### src/rtl/compressor_scheduler.sv
// Shared-compressor scheduler for a fridge/freezer pair: demand latches with hysteresis,
// arbitration, minimum on/off times, a maximum run per compartment and periodic defrost.
module compressor_scheduler #(
    parameter int MIN_ON           = 4,
    parameter int MIN_OFF          = 3,
    parameter int MAX_RUN          = 8,
    parameter int HYST             = 2,
    parameter int DEFROST_INTERVAL = 20,
    parameter int DEFROST_LEN      = 5
) (
    input  logic       clk,
    input  logic       rst_n,
    input  logic       i_pwr,
    input  logic       i_fgp,
    input  logic       i_frp,
    input  logic [4:0] i_fgt,
    input  logic [4:0] i_frt,
    input  logic [4:0] i_fg_sense,
    input  logic [4:0] i_fr_sense,
    output logic       o_comp_on,
    output logic       o_damper,
    output logic       o_heater_on,
    output logic       o_fg_dem,
    output logic       o_fr_dem,
    output logic [2:0] o_state
);

    typedef enum logic [2:0] {
        IDLE     = 3'd0,
        COOL_FG  = 3'd1,
        COOL_FR  = 3'd2,
        OFF_HOLD = 3'd3,
        DEFROST  = 3'd4
    } state_t;

    localparam int TMR_MAX = (MIN_OFF > DEFROST_LEN) ? MIN_OFF : DEFROST_LEN;
    localparam int RUN_W   = $clog2(MIN_ON + 1);
    localparam int SEG_W   = $clog2(MAX_RUN + 1);
    localparam int TMR_W   = $clog2(TMR_MAX + 1);
    localparam int DFR_W   = $clog2(DEFROST_INTERVAL + 1);

    localparam logic [RUN_W-1:0] RUN_LAST = RUN_W'(MIN_ON - 1);
    localparam logic [SEG_W-1:0] SEG_LAST = SEG_W'(MAX_RUN - 1);
    localparam logic [TMR_W-1:0] OFF_LAST = TMR_W'(MIN_OFF - 1);
    localparam logic [TMR_W-1:0] DFR_LAST = TMR_W'(DEFROST_LEN - 1);
    localparam logic [DFR_W-1:0] DFR_FULL = DFR_W'(DEFROST_INTERVAL);

    state_t           r_state;
    logic             r_fg_dem;
    logic             r_fr_dem;
    logic             r_last_fr;
    logic [RUN_W-1:0] r_run_cnt;
    logic [SEG_W-1:0] r_seg_cnt;
    logic [TMR_W-1:0] r_tmr;
    logic [DFR_W-1:0] r_dfr_acc;

    state_t           w_state_nxt;
    logic             w_fg_dem_nxt;
    logic             w_fr_dem_nxt;
    logic             w_last_fr_nxt;
    logic [RUN_W-1:0] w_run_nxt;
    logic [SEG_W-1:0] w_seg_nxt;
    logic [TMR_W-1:0] w_tmr_nxt;
    logic [DFR_W-1:0] w_dfr_nxt;
    logic             w_x_dem;
    logic             w_o_dem;
    logic             w_in_fr;
    logic [5:0]       w_fg_thr;
    logic [5:0]       w_fr_thr;

    // Thresholds are 6 bits wide so a setpoint near 31 cannot wrap into a low value.
    assign w_fg_thr = {1'b0, i_fgt} + 6'(HYST);
    assign w_fr_thr = {1'b0, i_frt} + 6'(HYST);

    always_comb begin
        w_fg_dem_nxt = r_fg_dem;
        w_fr_dem_nxt = r_fr_dem;
        if (!i_pwr) begin
            w_fg_dem_nxt = 1'b0;
            w_fr_dem_nxt = 1'b0;
        end else begin
            if (i_fgp && ({1'b0, i_fg_sense} > w_fg_thr))
                w_fg_dem_nxt = 1'b1;
            else if (!i_fgp || (i_fg_sense <= i_fgt))
                w_fg_dem_nxt = 1'b0;
            if (i_frp && ({1'b0, i_fr_sense} > w_fr_thr))
                w_fr_dem_nxt = 1'b1;
            else if (!i_frp || (i_fr_sense <= i_frt))
                w_fr_dem_nxt = 1'b0;
        end
    end

    assign w_in_fr = (r_state == COOL_FR);
    assign w_x_dem = w_in_fr ? r_fr_dem : r_fg_dem;
    assign w_o_dem = w_in_fr ? r_fg_dem : r_fr_dem;

    // NOTE: every output of this block is given a default first, so no path infers a latch.
    always_comb begin
        w_state_nxt   = r_state;
        w_last_fr_nxt = r_last_fr;
        w_run_nxt     = r_run_cnt;
        w_seg_nxt     = r_seg_cnt;
        w_tmr_nxt     = r_tmr;
        w_dfr_nxt     = r_dfr_acc;

        unique case (r_state)
            IDLE: begin
                if (r_fg_dem || r_fr_dem) begin
                    if (r_fg_dem && r_fr_dem)
                        w_state_nxt = r_last_fr ? COOL_FG : COOL_FR;
                    else
                        w_state_nxt = r_fr_dem ? COOL_FR : COOL_FG;
                    w_run_nxt = '0;
                    w_seg_nxt = '0;
                end
            end
            COOL_FG, COOL_FR: begin
                w_run_nxt = (r_run_cnt == RUN_LAST) ? r_run_cnt : r_run_cnt + RUN_W'(1);
                w_seg_nxt = (r_seg_cnt == SEG_LAST) ? r_seg_cnt : r_seg_cnt + SEG_W'(1);
                w_dfr_nxt = (r_dfr_acc == DFR_FULL) ? r_dfr_acc : r_dfr_acc + DFR_W'(1);
                if (w_o_dem && (!w_x_dem || (r_seg_cnt == SEG_LAST))) begin
                    w_state_nxt   = w_in_fr ? COOL_FG : COOL_FR;
                    w_seg_nxt     = '0;
                    w_last_fr_nxt = w_in_fr;
                end else if (!w_x_dem && !w_o_dem && (r_run_cnt == RUN_LAST)) begin
                    w_state_nxt   = (r_dfr_acc == DFR_FULL) ? DEFROST : OFF_HOLD;
                    w_run_nxt     = '0;
                    w_seg_nxt     = '0;
                    w_tmr_nxt     = '0;
                    w_last_fr_nxt = w_in_fr;
                end
            end
            DEFROST: begin
                if (r_tmr == DFR_LAST) begin
                    w_state_nxt = OFF_HOLD;
                    w_tmr_nxt   = '0;
                    w_dfr_nxt   = '0;
                end else begin
                    w_tmr_nxt = r_tmr + TMR_W'(1);
                end
            end
            OFF_HOLD: begin
                if (r_tmr == OFF_LAST) begin
                    w_state_nxt = IDLE;
                    w_tmr_nxt   = '0;
                end else begin
                    w_tmr_nxt = r_tmr + TMR_W'(1);
                end
            end
            default: w_state_nxt = IDLE;
        endcase

        // Power loss wins over every transition; the defrost accumulator survives it.
        if (!i_pwr) begin
            w_state_nxt = IDLE;
            w_run_nxt   = '0;
            w_seg_nxt   = '0;
            w_tmr_nxt   = '0;
            w_dfr_nxt   = r_dfr_acc;
            if ((r_state == COOL_FG) || (r_state == COOL_FR))
                w_last_fr_nxt = w_in_fr;
        end
    end

    // NOTE: state registers use non-blocking assignments so all of them update together.
    always_ff @(posedge clk) begin
        if (!rst_n) begin
            r_state   <= IDLE;
            r_fg_dem  <= 1'b0;
            r_fr_dem  <= 1'b0;
            r_last_fr <= 1'b0;
            r_run_cnt <= '0;
            r_seg_cnt <= '0;
            r_tmr     <= '0;
            r_dfr_acc <= '0;
        end else begin
            r_state   <= w_state_nxt;
            r_fg_dem  <= w_fg_dem_nxt;
            r_fr_dem  <= w_fr_dem_nxt;
            r_last_fr <= w_last_fr_nxt;
            r_run_cnt <= w_run_nxt;
            r_seg_cnt <= w_seg_nxt;
            r_tmr     <= w_tmr_nxt;
            r_dfr_acc <= w_dfr_nxt;
        end
    end

    assign o_comp_on   = (r_state == COOL_FG) || (r_state == COOL_FR);
    assign o_damper    = (r_state == COOL_FR);
    assign o_heater_on = (r_state == DEFROST);
    assign o_fg_dem    = r_fg_dem;
    assign o_fr_dem    = r_fr_dem;
    assign o_state     = r_state;

endmodule
### config.mk
export PLATFORM = sky130hd
export DESIGN_NAME = compressor_scheduler
export DESIGN_NICKNAME = d
export VERILOG_FILES = /design/src/rtl/compressor_scheduler.sv
export SDC_FILE = /design/constraint.sdc
export NUM_CORES = 1
export LEC_CHECK = 0
export ABC_AREA = 0
export CORE_MARGIN = 4
export CORE_UTILIZATION = 47
export CTS_BUF_LIST = sky130_fd_sc_hd__clkbuf_8
export DETAILED_ROUTE_END_ITERATION = 8
export PLACE_DENSITY = 0.73
export SKIP_CTS_REPAIR_TIMING = 1
export SLEW_MARGIN = 20
export SYNTH_ARGS = -nofsm -noshare
export SYNTH_HDL_FRONTEND = slang
export SYNTH_SLANG_ARGS = --single-unit
### constraint.sdc
create_clock -name clk -period 2.8 [get_ports clk]
set_input_delay 0.84 -clock clk [delete_from_list [all_inputs] [get_ports clk]]
set_output_delay 0.84 -clock clk [all_outputs]
set_load 0.01 [all_outputs]
==> summary.md <==
| Metric | Value |
|---|---|
| Status | completed |
| Largest net degree at the start of global routing | 14 |
| Max incr delay on CP | 0.55 ns |
| Largest family of logic cells by synthesized area | compound AO/OA/AOI/OAI gates |
| MaxCap Viol Count | 0 |
| DRT antenna net count | 0 |
| Worst hold path type | flop to flop |
| Fraction of layout cells with a size suffix above 1 | 0.06343 |
| Die area | about 5000 sq um |
| Via count | between 1,500 and 2,000 |
| Hold Crit Start | r_run_cnt[0] |
| Crit start category | flop |
| Number of H-tree levels | 1 |
| Sequential share of power | 0.448 |
| Final Max Tran Viols | 0 |
| Post-synth cell types | 49 |
| Final TNS setup | 0 ns |
| Area growth, synth to finish | 24.08% |
| Nets | 322 |
| Final Hold Viols | 0 |
| Most common cell after layout, fill and taps aside | clkdlybuf4s50_1 |
| Std cell rows | 22 |
| Crit path cell chain | or3b_2 > inv_1 > clkdlybuf4s50_1 |
| Clock transition at path regs | about 0.080 ns |
| Pre-CTS WS | 0.1191 ns |
| Post-route cell area | roughly 2300 sq um |
| Seq/Total Area, Yosys | 0.2280 |
| Diodes inserted | 0 |
| Highest-count cells in the layout ignoring fill and taps | clkdlybuf4s50_1, ha_1, inv_1, dfxtp_1, nand2_1 |
| Final WS setup | between 0.15 and 0.2 ns |
| Final std cells w/o fill | around 320 |
| Tot Pwr | just under 0.7 mW |
| Number of global-route vias before repair | between 1,500 and 2,000 |
| Die Y | 70.64 um |
| YS warnings | 0 |
| Crit-path max FO | 4 |
| Core area | between 3000 and 4000 sq um |
| Total iterations of the first detailed-routing run | 4 |
| Post-detail-place hpwl | roughly 3200 um |
| Reg-to-Reg Start | o_state[1] |
| Dpl cell area | between 2000 and 2500 sq um |
| RSZ-0062 raised after global routing | no |
| Cell count of the worst reg-to-reg path | 7 |
| Synth Instances | approximately 230 |
| First-pass GRT wire length | ~7200 um |
| Fin Clk Skew | approximately 0.0063 ns |
| Reg-to-Reg End | r_seg_cnt[3] |
| Min-Delay Endpoint | r_run_cnt[0] |
| Syn nets | 285 |
| Crit share post-route | 0.9351 |
| Overall Global Routing Usage | 0.1711 |
| Number of synthesized flops with an enable pin | 0 |
| Total grt overflow | 0 |
| Vias per cell | approximately 5.5 |
| Peak supply drop | around 0.22 mV |
| Switch Pwr | ~0.19 mW |
| Crit path max-delay cell type | clkdlybuf4s50_1 |
| Hold Path Stages | 2 |
| Worst Path Arrival | approximately 1.8 ns |
| LEAKAGE | between 0.9 and 1 nW |
| Top_reg_cell synth | dfxtp_1 |
| Max frequency | about 380 MHz |
| Clk buf depth | 2 |
| Clock share of power | 0.302 |
| Post-Synth Adder-Cell Area | 0.1900 |
| DR iter-0 viols | between 100 and 150 |
| Boundary pin count | 33 |
| Worst Tran Pin Value | around 0.75 ns |
| P_int | roughly 0.49 mW |
| PortBufs | 32 |
| # setup viols final | 0 |
| Routed wire length | between 4000 and 5000 um |
| Pwr dens | around 300 nW/um^2 |
| Clk_lat worst skew | between 0.2 and 0.3 ns |
| DR DRC count | 0 |
| Initial Util | 0.4963 |
| Die Wd | ~71 um |
| Min cycle time layout | roughly 2.6 ns |
| Logic gate share of total power | 0.250 |
| Compound-gate portion of the synthesized area | 0.2341 |
| Sw frac | 0.2818 |
| Synth Area in XOR/XNOR | 0.03799 |
| CTS Buf Count | 3 |
| Setup Crit Path Kind | flop to output port |
| CTS sink count | 21 |
| Multiplexer share of the synthesized area | 0.02171 |
| CTS tree | done |
| Critical Path RT | 1.96 ns |
| # placed instances | 312 |
| Relative slew slack | 0.5006 |
| Initial antenna violation count | 0 |
| Flops & latches, synth | 21 |
| Async SR Flop Fraction | 0 |
| Routability cong. | roughly 0.83 |
| Register-to-register setup slack | between 0.7 and 0.8 ns |
| Post-Synth Simple-Gate Area | 0.2205 |
| CP Capture Type | output port |
| Clock Tree Root | clkbuf_8 |
| Mapped Avg Cell Area | ~7.9 sq um |
| Avg WL per Cell | between 10 and 15 um |
| Synth Cell Area | roughly 1800 sq um |
[through the flow]
stage | utilization | hold WS [ns]
3_5_place_dp | 0.6034 | 0.4631
6_report | 0.6158 | 0.4808
5_1_grt | 0.6158 | 0.5126
2_1_floorplan | - | 0.4434
4_1_cts | 0.6158 | 0.4809
3_3_place_gp | 0.6034 | 0.4589
[kinds of logic (layout without fill, tap and decap cells)]
family | count (synthesis) | after routing
XOR/XNOR | 8 | 8
multiplexers | 4 | 4
AO/OA/AOI/OAI | 65 | 65
buffers and inverters | 30 | 66
adder cells (fa/ha/maj) | 28 | 28
flip-flops | 21 | 21
AND/OR/NAND/NOR | 76 | 76
[synthesized netlist by cell type (2+ instances only)]
cell | n | area share
nand4_1 | 4 | 0.014
a221oi_1 | 2 | 0.0095
nand3_1 | 12 | 0.033
mux2i_1 | 4 | 0.022
a32oi_1 | 2 | 0.0095
nor2_1 | 13 | 0.026
o21a_1 | 6 | 0.024
o22ai_1 | 5 | 0.017
o211a_1 | 2 | 0.011
and3_1 | 2 | 0.0068
xnor2_1 | 5 | 0.024
dfxtp_1 | 21 | 0.23
o32ai_1 | 2 | 0.0095
ha_1 | 28 | 0.19
a31o_2 | 2 | 0.0095
nor3_1 | 2 | 0.0054
nand2b_1 | 2 | 0.0068
nand3b_1 | 4 | 0.016
o211ai_1 | 4 | 0.016
nand2_1 | 20 | 0.041
clkbuf_1 | 5 | 0.010
or3_1 | 2 | 0.0068
nor2b_1 | 4 | 0.014
xor2_1 | 3 | 0.014
a21oi_1 | 19 | 0.052
o21ai_0 | 10 | 0.027
inv_1 | 22 | 0.045
a22oi_1 | 3 | 0.012
and2_1 | 2 | 0.0068
[per-layer routing]
metal / vias up / GRT usage / part of all wire
li1: 920 / - / -
met1: 790 / 0.2245 / 0.49
met2: 26 / 0.2838 / 0.46
met3: 4 / 0.02983 / 0.036
met4: 0 / 0.05846 / 0.013
met5: - / 0 / 0
[how the worst max path moves through the flow]
stage               startpoint     endpoint  slack [ns]  cells past startpoint
finish              o_state[0]  o_heater_on        0.18                      3
global route        o_state[0]  o_heater_on         0.1                      3
CTS                 o_state[0]  o_heater_on        0.17                      3
detailed placement    i_frt[1]     o_fr_dem        0.12                      8
global placement      i_fgt[1]     o_fg_dem        0.18                      8
floorplan             i_fgt[1]     o_fg_dem        0.76                      7
[worst max-delay path, delay by kind of cell (launching register included)]
family,cells,cell delay (ns)
buf+inv,2,0.67
flops,1,0.34
simple gates,1,0.51
[area by class of cell]
| class | instances | area [sq um] |
|---|---|---|
| fillers | 347 | 1428 |
| multi-input cells | 181 | 1299 |
| inverters | 22 | 82.58 |
| well taps | 48 | 60.06 |
| clock buffers | 3 | 41.29 |
| repair buffers | 40 | 380.4 |
| flip-flops and latches | 21 | 420.4 |
| clock inverters | 1 | 5.005 |
[state kept, by name, summed over array words and instances, names as in the netlist, named ones only]
register and cells:
r_seg_cnt 4, o_fr_dem 1, o_state 3, r_tmr 3, o_fg_dem 1, r_dfr_acc 5, r_run_cnt 3
[power by group through the flow]
stage               logic (mW)  registers, mW  clock network [mW]
floorplan                0.100          0.311                   0
global placement         0.167          0.312                   0
detailed placement       0.170          0.313                   0
CTS                      0.171          0.305               0.211
global route             0.191          0.306               0.224
finish                   0.170          0.305               0.206
Power figures use the tool's default switching activity.
